===== config.mk =====
export PLATFORM = sky130hd
export DESIGN_NAME = qdiv_arbiter_flat
export DESIGN_NICKNAME = d
export VERILOG_FILES = /design/src/rtl/qdiv_arbiter_if.sv /design/src/rtl/qdiv_arbiter.sv /design/src/flat_wrapper.sv
export SDC_FILE = /design/constraint.sdc
export NUM_CORES = 1
export LEC_CHECK = 0
export CAP_MARGIN = 20
export CELL_PAD_IN_SITES_DETAIL_PLACEMENT = 1
export CELL_PAD_IN_SITES_GLOBAL_PLACEMENT = 1
export CORE_AREA = 2 2 154 156
export CTS_BUF_LIST = sky130_fd_sc_hd__clkbuf_4 sky130_fd_sc_hd__clkbuf_8
export CTS_CLUSTER_DIAMETER = 100
export CTS_CLUSTER_SIZE = 25
export DETAILED_ROUTE_END_ITERATION = 8
export DIE_AREA = 0 0 156 158
export PLACE_DENSITY_LB_ADDON = 0.1
export SETUP_SLACK_MARGIN = 0.1
export SYNTH_ARGS = -nofsm -noshare
export SYNTH_HDL_FRONTEND = slang
export SYNTH_SLANG_ARGS = --single-unit

===== constraint.sdc =====
create_clock -name clk -period 9.4 [get_ports clk]
set_input_delay 2.35 -clock clk [delete_from_list [all_inputs] [get_ports clk]]
set_output_delay 2.35 -clock clk [all_outputs]
set_load 0.02 [all_outputs]

===== src/rtl/qdiv_arbiter_if.sv =====
// qdiv_arbiter_if
//   Bundles the requester, response and divider-side signals of the
//   qdiv_arbiter into one interface.
//   slave  : arbiter view (takes requests, drives responses and divider operands)
//   master : environment view (requesters, response consumer, divider)
//   Ports (slave view):
//     in  req_valid[NREQ], req_dividend/req_divisor[NREQ*N], rsp_ready,
//         div_quotient[N], div_complete
//     out req_ready[NREQ], rsp_valid, rsp_id, rsp_quotient[N], rsp_dz,
//         rsp_timeout, div_start, div_dividend[N], div_divisor[N]
interface qdiv_arbiter_if #(
  parameter int N    = 32,
  parameter int NREQ = 4
);
  localparam int IDW = $clog2(NREQ);

  logic [NREQ-1:0]   req_valid;
  logic [NREQ*N-1:0] req_dividend;
  logic [NREQ*N-1:0] req_divisor;
  logic [NREQ-1:0]   req_ready;
  logic              rsp_valid;
  logic              rsp_ready;
  logic [IDW-1:0]    rsp_id;
  logic [N-1:0]      rsp_quotient;
  logic              rsp_dz;
  logic              rsp_timeout;
  logic              div_start;
  logic [N-1:0]      div_dividend;
  logic [N-1:0]      div_divisor;
  logic [N-1:0]      div_quotient;
  logic              div_complete;

  modport slave (
    input  req_valid, req_dividend, req_divisor, rsp_ready,
           div_quotient, div_complete,
    output req_ready, rsp_valid, rsp_id, rsp_quotient, rsp_dz, rsp_timeout,
           div_start, div_dividend, div_divisor
  );

  modport master (
    output req_valid, req_dividend, req_divisor, rsp_ready,
           div_quotient, div_complete,
    input  req_ready, rsp_valid, rsp_id, rsp_quotient, rsp_dz, rsp_timeout,
           div_start, div_dividend, div_divisor
  );
endinterface


===== src/rtl/qdiv_arbiter.sv =====
// qdiv_arbiter
//   Round-robin arbiter/sequencer sharing one serial sign-magnitude
//   fixed-point divider among NREQ requesters. One request is in flight at a
//   time; zero divisors are answered directly and a hung divider is aborted
//   after TIMEOUT cycles.
//   Ports:
//     clk : clock, all logic on posedge
//     rst : synchronous active-high reset
//     bus : qdiv_arbiter_if.slave (request, response and divider signals)
module qdiv_arbiter #(
  parameter int N       = 32,
  parameter int Q       = 15,
  parameter int NREQ    = 4,
  parameter int TIMEOUT = 64
) (
  input  logic          clk,
  input  logic          rst,
  qdiv_arbiter_if.slave bus
);
  localparam int IDW  = $clog2(NREQ);
  // The guard must outlast a normal division, so it never drops below N+Q.
  localparam int TLIM = (TIMEOUT > N + Q - 1) ? TIMEOUT : N + Q;
  localparam int TW   = $clog2(TLIM + 1);

  typedef enum logic [2:0] {S_IDLE, S_ISSUE, S_ARM, S_BUSY, S_RESP} state_t;

  state_t         r_state;
  state_t         w_state_next;
  logic [IDW-1:0] r_ptr;
  logic [IDW-1:0] r_gnt;
  logic [N-1:0]   r_dvd;
  logic [N-1:0]   r_dvs;
  logic [N-1:0]   r_quot;
  logic           r_dz;
  logic           r_to;
  logic [TW-1:0]  r_timer;

  logic [N-1:0]   w_dvd_arr [NREQ];
  logic [N-1:0]   w_dvs_arr [NREQ];
  logic [IDW-1:0] w_pick;
  logic           w_found;
  logic           w_accept;
  logic           w_dvs_zero;
  logic           w_dz_sign;
  logic [TW-1:0]  w_timer_inc;
  logic           w_timeout;

  generate
    for (genvar gi = 0; gi < NREQ; gi++) begin : g_unpack
      assign w_dvd_arr[gi] = bus.req_dividend[gi*N +: N];
      assign w_dvs_arr[gi] = bus.req_divisor[gi*N +: N];
    end
  endgenerate

  // First valid requester at or after r_ptr, wrapping around.
  always_comb begin
    int idx;
    idx     = 0;
    w_pick  = '0;
    w_found = 1'b0;
    for (int k = 0; k < NREQ; k++) begin
      idx = int'(r_ptr) + k;
      if (idx >= NREQ) idx = idx - NREQ;
      if (!w_found && bus.req_valid[idx]) begin
        w_found = 1'b1;
        w_pick  = IDW'(idx);
      end
    end
  end

  // A grant also requires the divider to be idle, so a division left running
  // across a reset can never have its quotient attributed to a new request.
  assign w_accept    = (r_state == S_IDLE) && w_found && bus.div_complete && !rst;
  assign w_dvs_zero  = (w_dvs_arr[w_pick][N-2:0] == '0);
  assign w_dz_sign   = w_dvd_arr[w_pick][N-1] ^ w_dvs_arr[w_pick][N-1];
  assign w_timer_inc = r_timer + 1'b1;
  assign w_timeout   = (w_timer_inc >= TW'(TLIM));

  // State register
  always_ff @(posedge clk) begin
    if (rst) r_state <= S_IDLE;
    else     r_state <= w_state_next;
  end

  // Next-state logic
  always_comb begin
    w_state_next = r_state;
    unique case (r_state)
      S_IDLE:  if (w_accept) w_state_next = w_dvs_zero ? S_RESP : S_ISSUE;
      S_ISSUE: w_state_next = S_ARM;
      // complete=1 here is the idle level from before start, not a result.
      S_ARM: begin
        if (w_timeout)              w_state_next = S_RESP;
        else if (!bus.div_complete) w_state_next = S_BUSY;
      end
      S_BUSY:  if (bus.div_complete || w_timeout) w_state_next = S_RESP;
      S_RESP:  if (bus.rsp_ready) w_state_next = S_IDLE;
      default: w_state_next = S_IDLE;
    endcase
  end

  // Output logic
  always_comb begin
    bus.req_ready = '0;
    if (w_accept) bus.req_ready[w_pick] = 1'b1;
    bus.div_start = (r_state == S_ISSUE) && !rst;
    bus.rsp_valid = (r_state == S_RESP) && !rst;
  end

  // Datapath: operands, response fields, pointer and timer
  always_ff @(posedge clk) begin
    if (rst) begin
      r_ptr   <= '0;
      r_gnt   <= '0;
      r_dvd   <= '0;
      r_dvs   <= '0;
      r_quot  <= '0;
      r_dz    <= 1'b0;
      r_to    <= 1'b0;
      r_timer <= '0;
    end else begin
      unique case (r_state)
        S_IDLE: begin
          if (w_accept) begin
            r_gnt  <= w_pick;
            r_dvd  <= w_dvd_arr[w_pick];
            r_dvs  <= w_dvs_arr[w_pick];
            r_dz   <= w_dvs_zero;
            r_to   <= 1'b0;
            r_quot <= w_dvs_zero ? {w_dz_sign, {(N-1){1'b1}}} : '0;
          end
        end
        S_ISSUE: r_timer <= '0;
        S_ARM: begin
          r_timer <= w_timer_inc;
          if (w_timeout) begin
            r_quot <= '0;
            r_to   <= 1'b1;
          end
        end
        S_BUSY: begin
          r_timer <= w_timer_inc;
          if (bus.div_complete) begin
            r_quot <= bus.div_quotient;
          end else if (w_timeout) begin
            r_quot <= '0;
            r_to   <= 1'b1;
          end
        end
        S_RESP: begin
          if (bus.rsp_ready) r_ptr <= (r_gnt == IDW'(NREQ - 1)) ? '0 : r_gnt + 1'b1;
        end
        default: ;
      endcase
    end
  end

  assign bus.rsp_id       = r_gnt;
  assign bus.rsp_quotient = r_quot;
  assign bus.rsp_dz       = r_dz;
  assign bus.rsp_timeout  = r_to;
  assign bus.div_dividend = r_dvd;
  assign bus.div_divisor  = r_dvs;
endmodule

===== src/flat_wrapper.sv =====
// flat-port wrapper written by rule: the top's interface ports become plain ports
module qdiv_arbiter_flat 
#(
  parameter int N       = 32,
  parameter int Q       = 15,
  parameter int NREQ    = 4,
  parameter int TIMEOUT = 64
)
  (clk, rst, bus_req_valid, bus_req_dividend, bus_req_divisor, bus_rsp_ready, bus_div_quotient, bus_div_complete, bus_req_ready, bus_rsp_valid, bus_rsp_id, bus_rsp_quotient, bus_rsp_dz, bus_rsp_timeout, bus_div_start, bus_div_dividend, bus_div_divisor);
  qdiv_arbiter_if #(.N(N), .NREQ(NREQ)) bus_i ();
  input  logic clk;
  input  logic rst;
  input wire logic [$bits(bus_i.req_valid)-1:0] bus_req_valid;
  input wire logic [$bits(bus_i.req_dividend)-1:0] bus_req_dividend;
  input wire logic [$bits(bus_i.req_divisor)-1:0] bus_req_divisor;
  input wire logic [$bits(bus_i.rsp_ready)-1:0] bus_rsp_ready;
  input wire logic [$bits(bus_i.div_quotient)-1:0] bus_div_quotient;
  input wire logic [$bits(bus_i.div_complete)-1:0] bus_div_complete;
  output wire logic [$bits(bus_i.req_ready)-1:0] bus_req_ready;
  output wire logic [$bits(bus_i.rsp_valid)-1:0] bus_rsp_valid;
  output wire logic [$bits(bus_i.rsp_id)-1:0] bus_rsp_id;
  output wire logic [$bits(bus_i.rsp_quotient)-1:0] bus_rsp_quotient;
  output wire logic [$bits(bus_i.rsp_dz)-1:0] bus_rsp_dz;
  output wire logic [$bits(bus_i.rsp_timeout)-1:0] bus_rsp_timeout;
  output wire logic [$bits(bus_i.div_start)-1:0] bus_div_start;
  output wire logic [$bits(bus_i.div_dividend)-1:0] bus_div_dividend;
  output wire logic [$bits(bus_i.div_divisor)-1:0] bus_div_divisor;
  assign bus_i.req_valid = bus_req_valid;
  assign bus_i.req_dividend = bus_req_dividend;
  assign bus_i.req_divisor = bus_req_divisor;
  assign bus_i.rsp_ready = bus_rsp_ready;
  assign bus_i.div_quotient = bus_div_quotient;
  assign bus_i.div_complete = bus_div_complete;
  assign bus_req_ready = bus_i.req_ready;
  assign bus_rsp_valid = bus_i.rsp_valid;
  assign bus_rsp_id = bus_i.rsp_id;
  assign bus_rsp_quotient = bus_i.rsp_quotient;
  assign bus_rsp_dz = bus_i.rsp_dz;
  assign bus_rsp_timeout = bus_i.rsp_timeout;
  assign bus_div_start = bus_i.div_start;
  assign bus_div_dividend = bus_i.div_dividend;
  assign bus_div_divisor = bus_i.div_divisor;
  qdiv_arbiter #(.N(N), .Q(Q), .NREQ(NREQ), .TIMEOUT(TIMEOUT)) u_core (.clk(clk), .rst(rst), .bus(bus_i));
endmodule

; ---- Word level (Yosys, flattened, before mapping)
; Index checks and enable logic that the tools add are counted.
[op_classes]
n_lt_le_gt_ge = 12
reduce_logical = 24
multipliers = 0
n_eq_ne = 10
shifts = 0
div_mod_pow = 0
n_addsub = 9
n_bitwise = 2
mux = 51
[ops]
columns = cell, count
row1 = 32-bit 2-to-1 mux, 12
row2 = 32-bit binary-select mux with 2-bit select, 2
row3 = 32-bit by 4-bit less-than comparator with 1-bit output (second input constant), 4
row4 = 32-bit by 4-bit >= comparator with 1-bit output (second input constant), 3
row5 = 32-bit one-hot mux with 3 select lines, 1
row6 = 32-bit by 4-bit subtractor with 32-bit output (second input constant), 3
row7 = 31-bit zero test, 1
row8 = 3-bit 2-to-1 mux, 6
row9 = 1-bit 2-to-1 mux, 16
row10 = 3-bit one-hot mux with 5 select lines, 1
row11 = 7-bit one-hot mux with 2 select lines, 1
row12 = 2-bit 2-to-1 mux, 5
row13 = 1-bit logical AND, 9
row14 = 1-bit binary-select mux with 2-bit select, 4
row15 = 7-bit by 1-bit adder with 7-bit output (second input constant), 1
row16 = 7-bit >= comparator (second input constant), 1
row17 = 2-bit by 2-bit adder with 3-bit output (second input constant), 2
row18 = 3-bit by 2-bit equality test with 1-bit output (second input constant), 2
row19 = 2-bit AND reduction, 3
row20 = 1-bit zero test, 4
row21 = 4-bit 2-to-1 mux, 1
row22 = 2-bit by 1-bit != test with 1-bit output (second input constant), 2
row23 = 2-bit != test (second input constant), 2
row24 = 4-bit AND reduction, 1
row25 = 21 further kinds, 21
[totals]
in_bits = 296
ram_bits = 0
latch_bits = 0
regBits = 112
mem_bits_ro = 0
memories = 0

; ---- Logic depth before layout (Yosys ltp)
[logic_depth]
word_depth = 23
mapped_depth = 14

; ---- Worst setup path after synthesis
; Ideal clock, no wire load.
[synth_timing]
path_type = input to output
startpoint = input port bus_req_valid[2]
endpoint = output port bus_req_ready[1]
arrival_ps = 4404
required_time_ps = 7050
path_slack_ps = 2646
stages = 9
cell_sequence = mux2i_1 -> nor2_1 -> or3_1 -> buf_6 -> buf_6 -> buf_6 -> clkbuf_1 -> clkbuf_1 -> nor4_1
[synth_between]
elab_chain_len = 18
[synth_rtl]
columns = element, line
row1 = from (decl), flat_wrapper.sv:13  ; input wire logic [$bits(bus_i.req_valid)-1:0] bus_req_valid;
row2 = 1-bit binary-select mux with 2-bit select, qdiv_arbiter.sv:64  ; if (!w_found && bus.req_valid[idx]) begin
row3 = 1-bit 2-to-1 mux (implied by the code) (2 in series), qdiv_arbiter.sv:64
row4 = 1-bit 2-to-1 mux, qdiv_arbiter.sv:64
row5 = 1-bit zero test, qdiv_arbiter.sv:64
row6 = 1-bit logical AND, qdiv_arbiter.sv:64
row7 = 1-bit 2-to-1 mux, qdiv_arbiter.sv:64
row8 = 1-bit zero test, qdiv_arbiter.sv:64
row9 = 1-bit logical AND, qdiv_arbiter.sv:64
row10 = 1-bit 2-to-1 mux, qdiv_arbiter.sv:64
row11 = 1-bit zero test, qdiv_arbiter.sv:64
row12 = 1-bit logical AND, qdiv_arbiter.sv:64
row13 = 2-bit 2-to-1 mux, qdiv_arbiter.sv:64
row14 = 2-bit by 3-bit less-than comparator with 1-bit output (implied by the code) or 2-bit by 1-bit >= comparator with 1-bit output (tied branches), qdiv_arbiter.sv:105  ; if (w_accept) bus.req_ready[w_pick] = 1'b1;
row15 = 1-bit logical AND (implied by the code), qdiv_arbiter.sv:105
row16 = 1-bit 2-to-1 mux (implied by the code), qdiv_arbiter.sv:105
row17 = 1-bit demux with 2-bit select, n/a
row18 = 4-bit 2-to-1 mux *, qdiv_arbiter.sv:105
row19 = to (decl), flat_wrapper.sv:19  ; output wire logic [$bits(bus_i.req_ready)-1:0] bus_req_ready;
; Every way passes the cells marked *; elsewhere a longest branch is shown, timed or not. The select of a mux whose other input is x is not followed.

; ---- Final worst setup path
[layout_timing]
startpoint = input port bus_req_valid[0]
endpoint = output port bus_req_ready[1]
; Same word-level chain as after synthesis.

==> results.toml <==
[critical_path]
criticalPathCategory = "in -> out"
crit_path_max_fanout = 73
cp_cell_sequence = "clkdlybuf4s50_1 > mux2i_1 > nor2_1 > or3_4 > nor4_1 > clkdlybuf4s50_1"
end_kind = "output port"
worst_path_largest_cell_delay_ns = 0.68
critPathSlowestCell = "or3_4"
cp-start-kind = "input pin"
crit_top_cell = "clkdlybuf4s50_1"
cp_data_arrival_time_ns = 4.83
required_ns = 7.05

[synthesis]
ys.flop_type = "dfxtp_1"
synth_edf_count = 0
ys_ff_latch = 112
syn_area_per_cell_sq_um = 7.87
yosysSeqAreaShare = 0.354
synth.distinct_cells = 44
synth_warnings = 0
async_reset_ff_frac = 0
synth_nets = 1104
synth.cell_area_sq_um = 6340
synth_cells = 806

[detailed_routing]
wl_met2_mm = 14.1
top_layer_used = "met4"
dr.pass1.iters = 4
dr_total_vias = 7209
met1_length_mm = 12.0
antenna_left = 0
routed_via_density = 4.98
route.met3.wl_mm = 1.56
drtIter0Drc = 324
drc = 0
wl_mm = 28.2
wl_per_cell_um = 19.5

[cells_and_area]
antenna_cells = 0
stdcell_count = 1448
syn_to_final_growth_pct = 68.3
drive_gt1_frac = 0.0691
fin_area_sq_um = 10700
nNetsFinal = 1451

[clock_tree]
cts-buffers-inserted = 9
cts_buffer_depth = 2
cts_setup_buffers = 0
clk_latency_ns = 0.42
root_buffer = "clkbuf_8"
cts_resized = 0
cts_tree = "done"
holdBufCountCts = 0
ctsHtreeMaxLevel = 3
clk_pin_slew_ns = 0.11
cts_sinks = 112

[sta]
setup_viol = 0
tightestPinTransition_ns = 1.01
finalSetupTns_ns = 0
fin_crit_ns = 7.18
hold_viol = 0
fmax_mhz = 139
post-route-period-util = 0.764
holdWs_ns = 0.499
maxSlewHeadroom = 0.325
rsz0062_at_grt = "no"
slew_viol_final = 0
clock_skew_ns = 0.0319

[power_and_ir_drop]
leakagePower_nw = 4.29
max-vdd-ir-drop_uv = 73.2
powerDensity_nw_per_um2 = 120

[status]
outcome = "completed"

[placed_design]
place_hpwl_mm = 21.1
dp_cells = 1432
finalWeightedCongestion = 0.794
place_area_sq_um = 10400
numPortBuffers = 401

[global_route]
grt_pass1_wl_mm = 41.6
grt_max_degree = 82
grt_pass1_vias = 7177
grt-ovfl-total = 0
grt_usage = 0.218
antenna_found_initial = 0

[floorplanning]
core-area_sq_um = 23100
die_h_um = 158
dieArea_sq_um = 24600
start_util = 0.275
design.portCount = 402
die_w_um = 156
num_rows = 56

[worst_hold_path]
min_path_type = "reg -> reg"

[job]
max_cap_viol_count = 0
sequential cells by signal, indices dropped and copies added (netlist names):
name                     flops
u_core.bus.div_divisor      32
u_core.bus.rsp_id            2
u_core.bus.rsp_timeout       1
u_core.bus.rsp_quotient     32
u_core.bus.div_dividend     32
u_core.r_ptr                 2
u_core.bus.rsp_dz            1
u_core.r_timer               7
u_core.r_state               3
path summary, 6_finish.rpt:
path,from,endpoint,slack (ns),cells after the start
worst min register to register,u_core.bus.div_divisor[31],u_core.bus.div_divisor[31],0.50,2
worst min-delay path,u_core.bus.div_divisor[31],u_core.bus.div_divisor[31],0.50,2
worst max-delay path,bus_req_valid[0],bus_req_ready[1],2.22,6
worst max register to register,u_core.r_ptr[1],u_core.r_state[2],4.65,10
cell usage in the layout, fill, tap and decap left out, types with 8 or more instances in the layout:
cell type          n
and3_1            34
nand3_1            8
a21oi_1           71
a311oi_1          31
o21ai_2            9
clkbuf_8           9
dfxtp_1          112
clkdlybuf4s50_1  400
nor2_1           120
o21ai_0           23
a22oi_1           36
nand2_1          140
mux2_2            30
buf_4             10
mux2i_1           66
area by class of cell:
cell class	count	area [sq um]
flip-flops and latches	112	2240
clock inverters	7	104
repair buffers	410	4080
multi-input cells	619	3760
fillers	2732	12400
well taps	290	363
clock buffers	9	124
inverters	1	3.75
power breakdown:
group | total (mW) | internal, mW | switching [mW] | leakage [nW]
Sequential | 0.519 | 0.503 | 0.0164 | 0.912
Clock | 0.330 | 0.116 | 0.215 | 0.112
Combinational | 0.430 | 0.227 | 0.203 | 3.27
Total | 1.28 | 0.846 | 0.434 | 4.29
cell families (layout without fill, tap and decap cells):
| group | count (synthesis) | after routing | share of synthesized area |
|---|---|---|---|
| xor gates and xnor gates | 2 | 2 | 0.00276 |
| adders and majority gates | 2 | 2 | 0.00395 |
| AOI/OAI and AO/OA | 182 | 182 | 0.188 |
| DFF | 112 | 112 | 0.354 |
| muxes | 98 | 98 | 0.161 |
| buffers and inverters | 75 | 427 | 0.0590 |
| and+or+nand+nor | 335 | 335 | 0.232 |
per-stage QoR:
step / utilization / worst slack [ns] / total power [mW]
2_1_floorplan: - / 2.65 / 0.733
3_3_place_gp: 0.453 / 2.24 / 0.959
3_5_place_dp: 0.453 / 2.19 / 0.963
4_1_cts: 0.463 / 2.17 / 1.30
5_1_grt: 0.463 / 2.05 / 1.35
6_report: 0.463 / 2.22 / 1.28
per-layer routing:
metal	up-vias	GRT usage
li1	3533	-
met1	3421	0.263
met2	222	0.396
met3	33	0.0413
met4	0	0.0603
met5	-	0
cell usage after synthesis, drive strengths merged, types with 2 or more instances:
cell / count / area, sq um
nand2: 141 / 532
nor2: 121 / 454
dfxtp: 112 / 2240
a21oi: 72 / 360
mux2i: 66 / 661
clkbuf: 52 / 195
a22oi: 36 / 270
and3: 34 / 213
mux2: 32 / 360
o21ai: 32 / 194
a311oi: 31 / 272
buf: 22 / 175
nand3: 9 / 50.1
nor4: 8 / 71.3
nand4: 7 / 56.3
nor3: 4 / 20.0
nand2b: 3 / 18.8
a21o: 2 / 15.0
ha: 2 / 25.0
nand3b: 2 / 15.0
nor2b: 2 / 12.5
o21a: 2 / 15.0
or2: 2 / 12.5
critical path, delay by kind of cell:
kind / cells / cell delay (ns)
buffers and inverters: 2 / 1.14
AND/OR/NAND/NOR: 3 / 1.16
multiplexers: 1 / 0.16
(Power assumes the default switching activity.)
